### src/rtl/ex_mem_if.sv
`default_nettype none
// +--------------------------------------------------------------------+
// | ex_mem_if : EX-to-MEM bundle, stall/flush control, accumulate loop   |
// | Revision  : 1.0                                                      |
// +--------------------------------------------------------------------+
interface ex_mem_if #(
   parameter int BUB_W = 16
);
   logic              flush;
   logic              ex_stall;
   logic              mem_stall;
   logic [4:0]        ex_wd;
   logic              ex_wreg;
   logic [31:0]       ex_wdata;
   logic              ex_whilo;
   logic [31:0]       ex_hi;
   logic [31:0]       ex_lo;
   logic [63:0]       hilo_tmp_i;
   logic [1:0]        cnt_i;
   logic [4:0]        mem_wd;
   logic              mem_wreg;
   logic [31:0]       mem_wdata;
   logic              mem_whilo;
   logic [31:0]       mem_hi;
   logic [31:0]       mem_lo;
   logic [63:0]       hilo_tmp_o;
   logic [1:0]        cnt_o;
   logic [BUB_W-1:0]  bubble_cnt;

   modport master (
      output flush, ex_stall, mem_stall, ex_wd, ex_wreg, ex_wdata, ex_whilo,
             ex_hi, ex_lo, hilo_tmp_i, cnt_i,
      input  mem_wd, mem_wreg, mem_wdata, mem_whilo, mem_hi, mem_lo,
             hilo_tmp_o, cnt_o, bubble_cnt
   );

   modport slave (
      input  flush, ex_stall, mem_stall, ex_wd, ex_wreg, ex_wdata, ex_whilo,
             ex_hi, ex_lo, hilo_tmp_i, cnt_i,
      output mem_wd, mem_wreg, mem_wdata, mem_whilo, mem_hi, mem_lo,
             hilo_tmp_o, cnt_o, bubble_cnt
   );
endinterface
`default_nettype wire

### src/rtl/ex_mem_reg.sv
`default_nettype none
// +--------------------------------------------------------------------+
// | ex_mem_reg : EX/MEM pipeline register with bubble/hold/flush control |
// | Revision   : 1.0                                                     |
// +--------------------------------------------------------------------+
module ex_mem_reg #(
   parameter int BUB_W = 16
) (
   input  wire logic  clk,
   input  wire logic  rst,
   ex_mem_if.slave    bus
);
   logic [4:0]        r_wd;
   logic              r_wreg;
   logic [31:0]       r_wdata;
   logic              r_whilo;
   logic [31:0]       r_hi;
   logic [31:0]       r_lo;
   logic [63:0]       r_hilo_tmp;
   logic [1:0]        r_cnt;
   logic [BUB_W-1:0]  r_bub;

   always_ff @(posedge clk) begin
      if (rst || bus.flush) begin
         r_wd       <= 5'd0;
         r_wreg     <= 1'b0;
         r_wdata    <= 32'd0;
         r_whilo    <= 1'b0;
         r_hi       <= 32'd0;
         r_lo       <= 32'd0;
         r_hilo_tmp <= 64'd0;
         r_cnt      <= 2'd0;
         if (rst)
            r_bub <= '0;
      end else if (bus.mem_stall) begin
         // MEM cannot accept: everything holds, whatever EX is doing
         r_wd       <= r_wd;
      end else if (bus.ex_stall) begin
         // Bubble: NOP to MEM, accumulate temporaries looped back to EX
         r_wd       <= 5'd0;
         r_wreg     <= 1'b0;
         r_wdata    <= 32'd0;
         r_whilo    <= 1'b0;
         r_hi       <= 32'd0;
         r_lo       <= 32'd0;
         r_hilo_tmp <= bus.hilo_tmp_i;
         r_cnt      <= bus.cnt_i;
         if (r_bub != '1)
            r_bub <= r_bub + 1'b1;
      end else begin
         r_wd       <= bus.ex_wd;
         r_wreg     <= bus.ex_wreg;
         r_wdata    <= bus.ex_wdata;
         r_whilo    <= bus.ex_whilo;
         r_hi       <= bus.ex_hi;
         r_lo       <= bus.ex_lo;
         r_hilo_tmp <= 64'd0;
         r_cnt      <= 2'd0;
      end
   end

   assign bus.mem_wd     = r_wd;
   assign bus.mem_wreg   = r_wreg;
   assign bus.mem_wdata  = r_wdata;
   assign bus.mem_whilo  = r_whilo;
   assign bus.mem_hi     = r_hi;
   assign bus.mem_lo     = r_lo;
   assign bus.hilo_tmp_o = r_hilo_tmp;
   assign bus.cnt_o      = r_cnt;
   assign bus.bubble_cnt = r_bub;
endmodule
`default_nettype wire
### src/flat_wrapper.sv
// flat-port wrapper written by rule: the top's interface ports become plain ports
module ex_mem_reg_flat 
#(
   parameter int BUB_W = 16
)
  (clk, rst, bus_flush, bus_ex_stall, bus_mem_stall, bus_ex_wd, bus_ex_wreg, bus_ex_wdata, bus_ex_whilo, bus_ex_hi, bus_ex_lo, bus_hilo_tmp_i, bus_cnt_i, bus_mem_wd, bus_mem_wreg, bus_mem_wdata, bus_mem_whilo, bus_mem_hi, bus_mem_lo, bus_hilo_tmp_o, bus_cnt_o, bus_bubble_cnt);
  ex_mem_if #(.BUB_W(BUB_W)) bus_i ();
  input  wire logic clk;
  input  wire logic rst;
  input wire logic [$bits(bus_i.flush)-1:0] bus_flush;
  input wire logic [$bits(bus_i.ex_stall)-1:0] bus_ex_stall;
  input wire logic [$bits(bus_i.mem_stall)-1:0] bus_mem_stall;
  input wire logic [$bits(bus_i.ex_wd)-1:0] bus_ex_wd;
  input wire logic [$bits(bus_i.ex_wreg)-1:0] bus_ex_wreg;
  input wire logic [$bits(bus_i.ex_wdata)-1:0] bus_ex_wdata;
  input wire logic [$bits(bus_i.ex_whilo)-1:0] bus_ex_whilo;
  input wire logic [$bits(bus_i.ex_hi)-1:0] bus_ex_hi;
  input wire logic [$bits(bus_i.ex_lo)-1:0] bus_ex_lo;
  input wire logic [$bits(bus_i.hilo_tmp_i)-1:0] bus_hilo_tmp_i;
  input wire logic [$bits(bus_i.cnt_i)-1:0] bus_cnt_i;
  output wire logic [$bits(bus_i.mem_wd)-1:0] bus_mem_wd;
  output wire logic [$bits(bus_i.mem_wreg)-1:0] bus_mem_wreg;
  output wire logic [$bits(bus_i.mem_wdata)-1:0] bus_mem_wdata;
  output wire logic [$bits(bus_i.mem_whilo)-1:0] bus_mem_whilo;
  output wire logic [$bits(bus_i.mem_hi)-1:0] bus_mem_hi;
  output wire logic [$bits(bus_i.mem_lo)-1:0] bus_mem_lo;
  output wire logic [$bits(bus_i.hilo_tmp_o)-1:0] bus_hilo_tmp_o;
  output wire logic [$bits(bus_i.cnt_o)-1:0] bus_cnt_o;
  output wire logic [$bits(bus_i.bubble_cnt)-1:0] bus_bubble_cnt;
  assign bus_i.flush = bus_flush;
  assign bus_i.ex_stall = bus_ex_stall;
  assign bus_i.mem_stall = bus_mem_stall;
  assign bus_i.ex_wd = bus_ex_wd;
  assign bus_i.ex_wreg = bus_ex_wreg;
  assign bus_i.ex_wdata = bus_ex_wdata;
  assign bus_i.ex_whilo = bus_ex_whilo;
  assign bus_i.ex_hi = bus_ex_hi;
  assign bus_i.ex_lo = bus_ex_lo;
  assign bus_i.hilo_tmp_i = bus_hilo_tmp_i;
  assign bus_i.cnt_i = bus_cnt_i;
  assign bus_mem_wd = bus_i.mem_wd;
  assign bus_mem_wreg = bus_i.mem_wreg;
  assign bus_mem_wdata = bus_i.mem_wdata;
  assign bus_mem_whilo = bus_i.mem_whilo;
  assign bus_mem_hi = bus_i.mem_hi;
  assign bus_mem_lo = bus_i.mem_lo;
  assign bus_hilo_tmp_o = bus_i.hilo_tmp_o;
  assign bus_cnt_o = bus_i.cnt_o;
  assign bus_bubble_cnt = bus_i.bubble_cnt;
  ex_mem_reg #(.BUB_W(BUB_W)) u_core (.clk(clk), .rst(rst), .bus(bus_i));
endmodule
### config.mk
export PLATFORM = sky130hd
export DESIGN_NAME = ex_mem_reg_flat
export DESIGN_NICKNAME = d
export VERILOG_FILES = /design/src/rtl/ex_mem_if.sv /design/src/rtl/ex_mem_reg.sv /design/src/flat_wrapper.sv
export SDC_FILE = /design/constraint.sdc
export NUM_CORES = 1
export LEC_CHECK = 0
export ABC_CLOCK_PERIOD_IN_PS = 5900
export BUFFER_PORTS_ARGS = -buffer_cell sky130_fd_sc_hd__buf_2
export CAP_MARGIN = 10
export CORE_AREA = 4 4 138 140
export CTS_BUF_LIST = sky130_fd_sc_hd__clkbuf_4
export CTS_CLUSTER_SIZE = 8
export DETAILED_ROUTE_END_ITERATION = 12
export DIE_AREA = 0 0 142 144
export PLACE_DENSITY_LB_ADDON = 0.15
export SLEW_MARGIN = 20
export SYNTH_ARGS = -nofsm -noshare
export SYNTH_HDL_FRONTEND = slang
export SYNTH_SLANG_ARGS = --single-unit
### constraint.sdc
create_clock -name clk -period 5.9 [get_ports clk]
set_input_delay 0 -clock clk [delete_from_list [all_inputs] [get_ports clk]]
set_output_delay 0 -clock clk [all_outputs]
set_load 0.01 [all_outputs]
### After elaboration in Yosys (flattened, before gate mapping)

Cells that the tools add are included.

| storage, ports and cells | value |
|---|---|
| flip-flop bits (word level) | 185 |
| output and inout bits | 185 |
| logic and storage cells | 30 |

| operators by class | value |
|---|---|
| add/subtract/negate cells | 1 |
| eq/ne operators | 3 |
| mux-type cells | 13 |
| reduce and logical (&&, ||, !) cells | 4 |

Operators by type and width:

| cell | number |
|---|---|
| $mux 32 | 3 |
| $mux 16 | 5 |
| $mux 64 | 1 |
| $add 16x1->16 const B | 1 |
| $ne 16x16->1 const B | 1 |
| $mux 5 | 1 |
| $reduce_and 4->1 | 1 |
| $reduce_bool 2->1 | 2 |
| $mux 1 | 2 |
| $mux 2 | 1 |
| $ne 2x1->1 const B | 1 |
| $ne 2x2->1 const B | 1 |
| $logic_or 1x1->1 | 1 |

### Longest topological paths before layout

| depth | value |
|---|---|
| depth in word-level cells | 5 |
| depth in mapped cells | 6 |
| mapped depth without buffers | 4 |

### Worst setup path before layout

OpenSTA, ideal clock, no wires.

| path | value |
|---|---|
| kind | register -> register |
| start point | reg u_core.r_bub[0], in the netlist u_core.bus.bubble_cnt[0] |
| end point | reg u_core.r_bub[0], in the netlist u_core.bus.bubble_cnt[0], enable pin |
| arrival | 1.867 ns |
| slack | 3.638 ns |
| stages on the path, launching flop included | 5 |
| path buffers | 0 |
| period minus slack after synthesis | 2.262 ns |
| cells stage by stage | edfxtp_1 > ha_1 > nand4_1 > nor4_1 > a21oi_1 |

| on the way | value |
|---|---|
| word-level cells in the longest chain between the ends | 3 |

Ends and longest elaborated chain:

| item | line | source |
|---|---|---|
| start: declaration | ex_mem_reg.sv:21 | `logic [BUB_W-1:0] r_bub;` |
| start signal: assignment | ex_mem_reg.sv:49 | `r_bub <= r_bub + 1'b1;` |
| $ne 16x16->1 | ex_mem_reg.sv:48 | `if (r_bub != '1)` |
| $reduce_bool 2->1 (no source line) | n/a |  |
| $reduce_and 4->1 (no source line) | n/a |  |

Every way passes these cells.
A chain may end at the register's enable or synchronous reset.

### Worst setup path in the final report

| path | value |
|---|---|
| start point | reg u_core.r_bub[0], in the netlist u_core.bus.bubble_cnt[0] |
| end point | reg u_core.r_bub[14], in the netlist u_core.bus.bubble_cnt[14] (data pin) |

| on the way | value |
|---|---|
| word-level cells in the longest chain between the ends | 5 |

Ends and longest elaborated chain:

| item | line | source |
|---|---|---|
| $add 16x1->16 | ex_mem_reg.sv:49 |  |
| $mux 16 | ex_mem_reg.sv:48 |  |
| $mux 16 | ex_mem_reg.sv:38 | `end else if (bus.ex_stall) begin` |
| $mux 16 | ex_mem_reg.sv:35 | `end else if (bus.mem_stall) begin` |
| $mux 16 | ex_mem_reg.sv:24 | `if (rst \|\| bus.flush) begin` |

Every way passes these cells. The select of a mux whose other input is x is not followed.

==> results by group <==
Critical path
  • Critical Path AT: 2.84 ns
  • Crit path launch type: register
  • Setup CP Type: register to register
  • CP max FO: 7
  • Type of element capturing the critical path: register
  • Cells along the critical path: ha_1, nand4_1, nor4_1, mux2i_1, dlygate4sd3_1
  • Worst path top cell family by delay: simple AND/OR/NAND/NOR gates
  • Worst path buffer plus inverter count: 1
  • Max incr delay on CP: 0.59 ns
  • Worst endpoint required time: 6.20 ns
  • Slowest-stage cell, CP: dlygate4sd3_1

GRT
  • M1 GR Usage: 0.2406
  • Met3 usage: 0.05985
  • Global-route wire length before repair: 35120 um
  • Vias in the first global route: 6895
  • Largest net degree at the start of global routing: 94
  • Congestion Overflow GR: 0
  • Most Crowded Layer GR: met2
  • GRT Total Usage: 0.2119
  • Initial antenna violation count: 1
  • Met2 Track Usage GR: 0.3684

Yosys
  • Syn avg cell area: 9.887 um^2
  • Mapped Cells: 652
  • Synth top area cells: dfxtp_1 (52%), a22oi_1 (20%), nor2_1 (10%)
  • Number of flops mapped to enable cells by yosys: 16
  • Synth Net Count: 827
  • Netlist cell types: 27
  • Yosys top cell area share: 0.5248
  • Synth cell count leaders: nor2_1 (176), a22oi_1 (169), dfxtp_1 (169)
  • Main flop type after synthesis: dfxtp_1
  • Area leader, netlist: dfxtp_1
  • Synth warn: 0
  • Flops & latches, synth: 185
  • Post-synthesis sequential area ratio: 0.5994
  • Asr flop ratio synth: 0
  • Post-Syn Area: 6446 um^2
  • Most frequent cell after synthesis: nor2_1

STA
  • Final setup vio count: 0
  • Max-slew headroom: 0.3420
  • Max Fclk: 394.5 MHz
  • Final Hold Viols: 0
  • Clk_skew: 0.007135 ns
  • Unrepaired setup endpoints after global routing: false
  • Hold Slack: 0.2034 ns
  • Slew Viols, Final: 0
  • Worst-Margin Slew: 0.9870 ns
  • Crit path time final: 2.535 ns
  • Setup_tns: 0 ns
  • Tcrit/Tclk final: 0.4296

Final layout
  • Area grow syn2layout: 65.28%
  • Share of cells above drive strength 1: 0.3339
  • Layout Nets: 1354
  • Final core utilization: 0.5972

Clocking
  • CTS Root Cell: clkbuf_4
  • Clock transition at the registers of the reported paths: 0.17 ns
  • Number of post-CTS setup repair buffers: 0
  • Clock latency on the worst-skew pair: 0.54 ns
  • # clock sinks: 185
  • Bufs on Longest Clock Path: 2
  • Resized Gates After CTS: 0
  • CTS tree: yes
  • H-tree levels: 4
  • CTS Buf Count: 17

Placed design
  • Dpl hpwl: 14230 um
  • Port Buffers: 358
  • RD Place Congestion: 0.7965

Route
  • DRC: 0
  • Routed vias: 6965
  • Routed WL: 22970 um
  • Routed vias/inst: 4.891
  • DRT iter0 DRCs: 381
  • Final ANT Viol Nets: 0
  • Drt wl/cell: 16.13 um
  • First-pass DRT Iterations: 5

Floorplan
  • Full die area: 20450 um^2
  • Chip height: 144 um
  • Die width: 142 um
  • Num ports: 359
  • Std-Cell Rows: 49
  • Core Box Area: 17840 um^2
  • Initial Utilization: 0.3613

Pwr
  • PwrDens: 223.6 nW/um^2
  • Leak Pwr: 4.795 nW
  • Total power: 0.002382 W
  • Peak supply drop: 0.1210 mV

Hold path
  • Min-delay worst type: input pin to register

Job
  • Max Cap Viol: 0

Outcome
  • Status: finished, final reports clean
[state kept, by name, summed over array words and instances, names as in the netlist]
name                   cells
u_core.bus.bubble_cnt     16
u_core.bus.cnt_o           2
u_core.bus.hilo_tmp_o     64
u_core.bus.mem_hi         32
u_core.bus.mem_lo         32
u_core.bus.mem_wd          5
u_core.bus.mem_wdata      32
u_core.bus.mem_whilo       1
u_core.bus.mem_wreg        1
[cells by family (layout without fill, tap and decap cells)]
| family | count (synthesis) | after routing | share of synthesized area |
|---|---|---|---|
| AND/OR/NAND/NOR | 212 | 212 | 0.1343 |
| AO/OA/AOI/OAI | 185 | 185 | 0.2120 |
| flip-flops | 185 | 185 | 0.5994 |
| buffers and inverters | 62 | 602 | 0.04212 |
| multiplexers | 4 | 4 | 0.006211 |
| XOR/XNOR | 3 | 3 | 0.004077 |
| adder cells (fa/ha/maj) | 1 | 1 | 0.001941 |
| other | 0 | 3 | 0 |
[metrics by stage]
step	area [um^2]	setup WS (ns)	instances
floorplan	6446	3.638	652
global placement	8333	3.412	1187
detailed placement	8333	3.400	1187
CTS	10650	3.398	1421
global route	10650	3.176	1423
finish	10650	3.365	1424
[per-layer routing]
metal / wire (um) / part of all wire / vias to the layer above
met4: 813 / 0.035 / 0
met1: 8778 / 0.38 / 3214
met3: 1688 / 0.073 / 56
met2: 11690 / 0.51 / 292
met5: 0 / 0 / -
li1: - / - / 3403
[worst paths after layout]
check	start	endpoint	slack (ns)	depth (start not counted)
worst min register to register	u_core.bus.cnt_o[0]	u_core.bus.cnt_o[0]	0.52	2
worst min-delay path	bus_ex_hi[20]	u_core.bus.mem_hi[20]	0.20	4
worst max-delay path	u_core.bus.bubble_cnt[0]	u_core.bus.bubble_cnt[14]	3.37	5
worst max register to register	u_core.bus.bubble_cnt[0]	u_core.bus.bubble_cnt[14]	3.37	5
[cells in the final DEF, fill, tap and decap left out, types with 5 or more instances in the layout]
master / instances
a21oi_1: 8
a22oi_1: 169
buf_2: 357
buf_4: 7
clkbuf_4: 17
dfxtp_1: 169
dlygate4sd3_1: 202
edfxtp_1: 16
nand2_1: 10
nand4_1: 5
nor2_1: 175
o31ai_1: 5
or4_1: 5
[worst min-delay path, delay by kind of cell]
| kind | cells | cell delay [ns] |
|---|---|---|
| and+or+nand+nor | 1 | 0.07 |
| AOI/OAI and AO/OA | 1 | 0.05 |
| buffers and inverters | 2 | 0.62 |
[final cells by class]
class	count	area, um^2
well taps	229	286.5
inverters	4	15.01
fillers	1514	7187
repair buffers	566	3861
flip-flops and latches	185	3864
clock buffers	17	127.6
diodes	3	7.507
multi-input cells	405	2328
clock inverters	15	163.9
[where the power goes]
| part | switching [W] | total (W) | internal, W | leakage (nW) |
|---|---|---|---|---|
| registers | 0.0000225 | 0.00132 | 0.00130 | 1.54 |
| clock network | 0.000460 | 0.000722 | 0.000262 | 0.150 |
| logic | 0.000156 | 0.000339 | 0.000183 | 3.11 |
| total | 0.000639 | 0.00238 | 0.00174 | 4.79 |
[what timing repair did]
action | 4_1_cts | 5_1_grt
hold endpoints to repair | 184 | 0
setup endpoints to repair | 0 | 0
hold buffers | 202 | 0
Power figures use the tool's default switching activity.
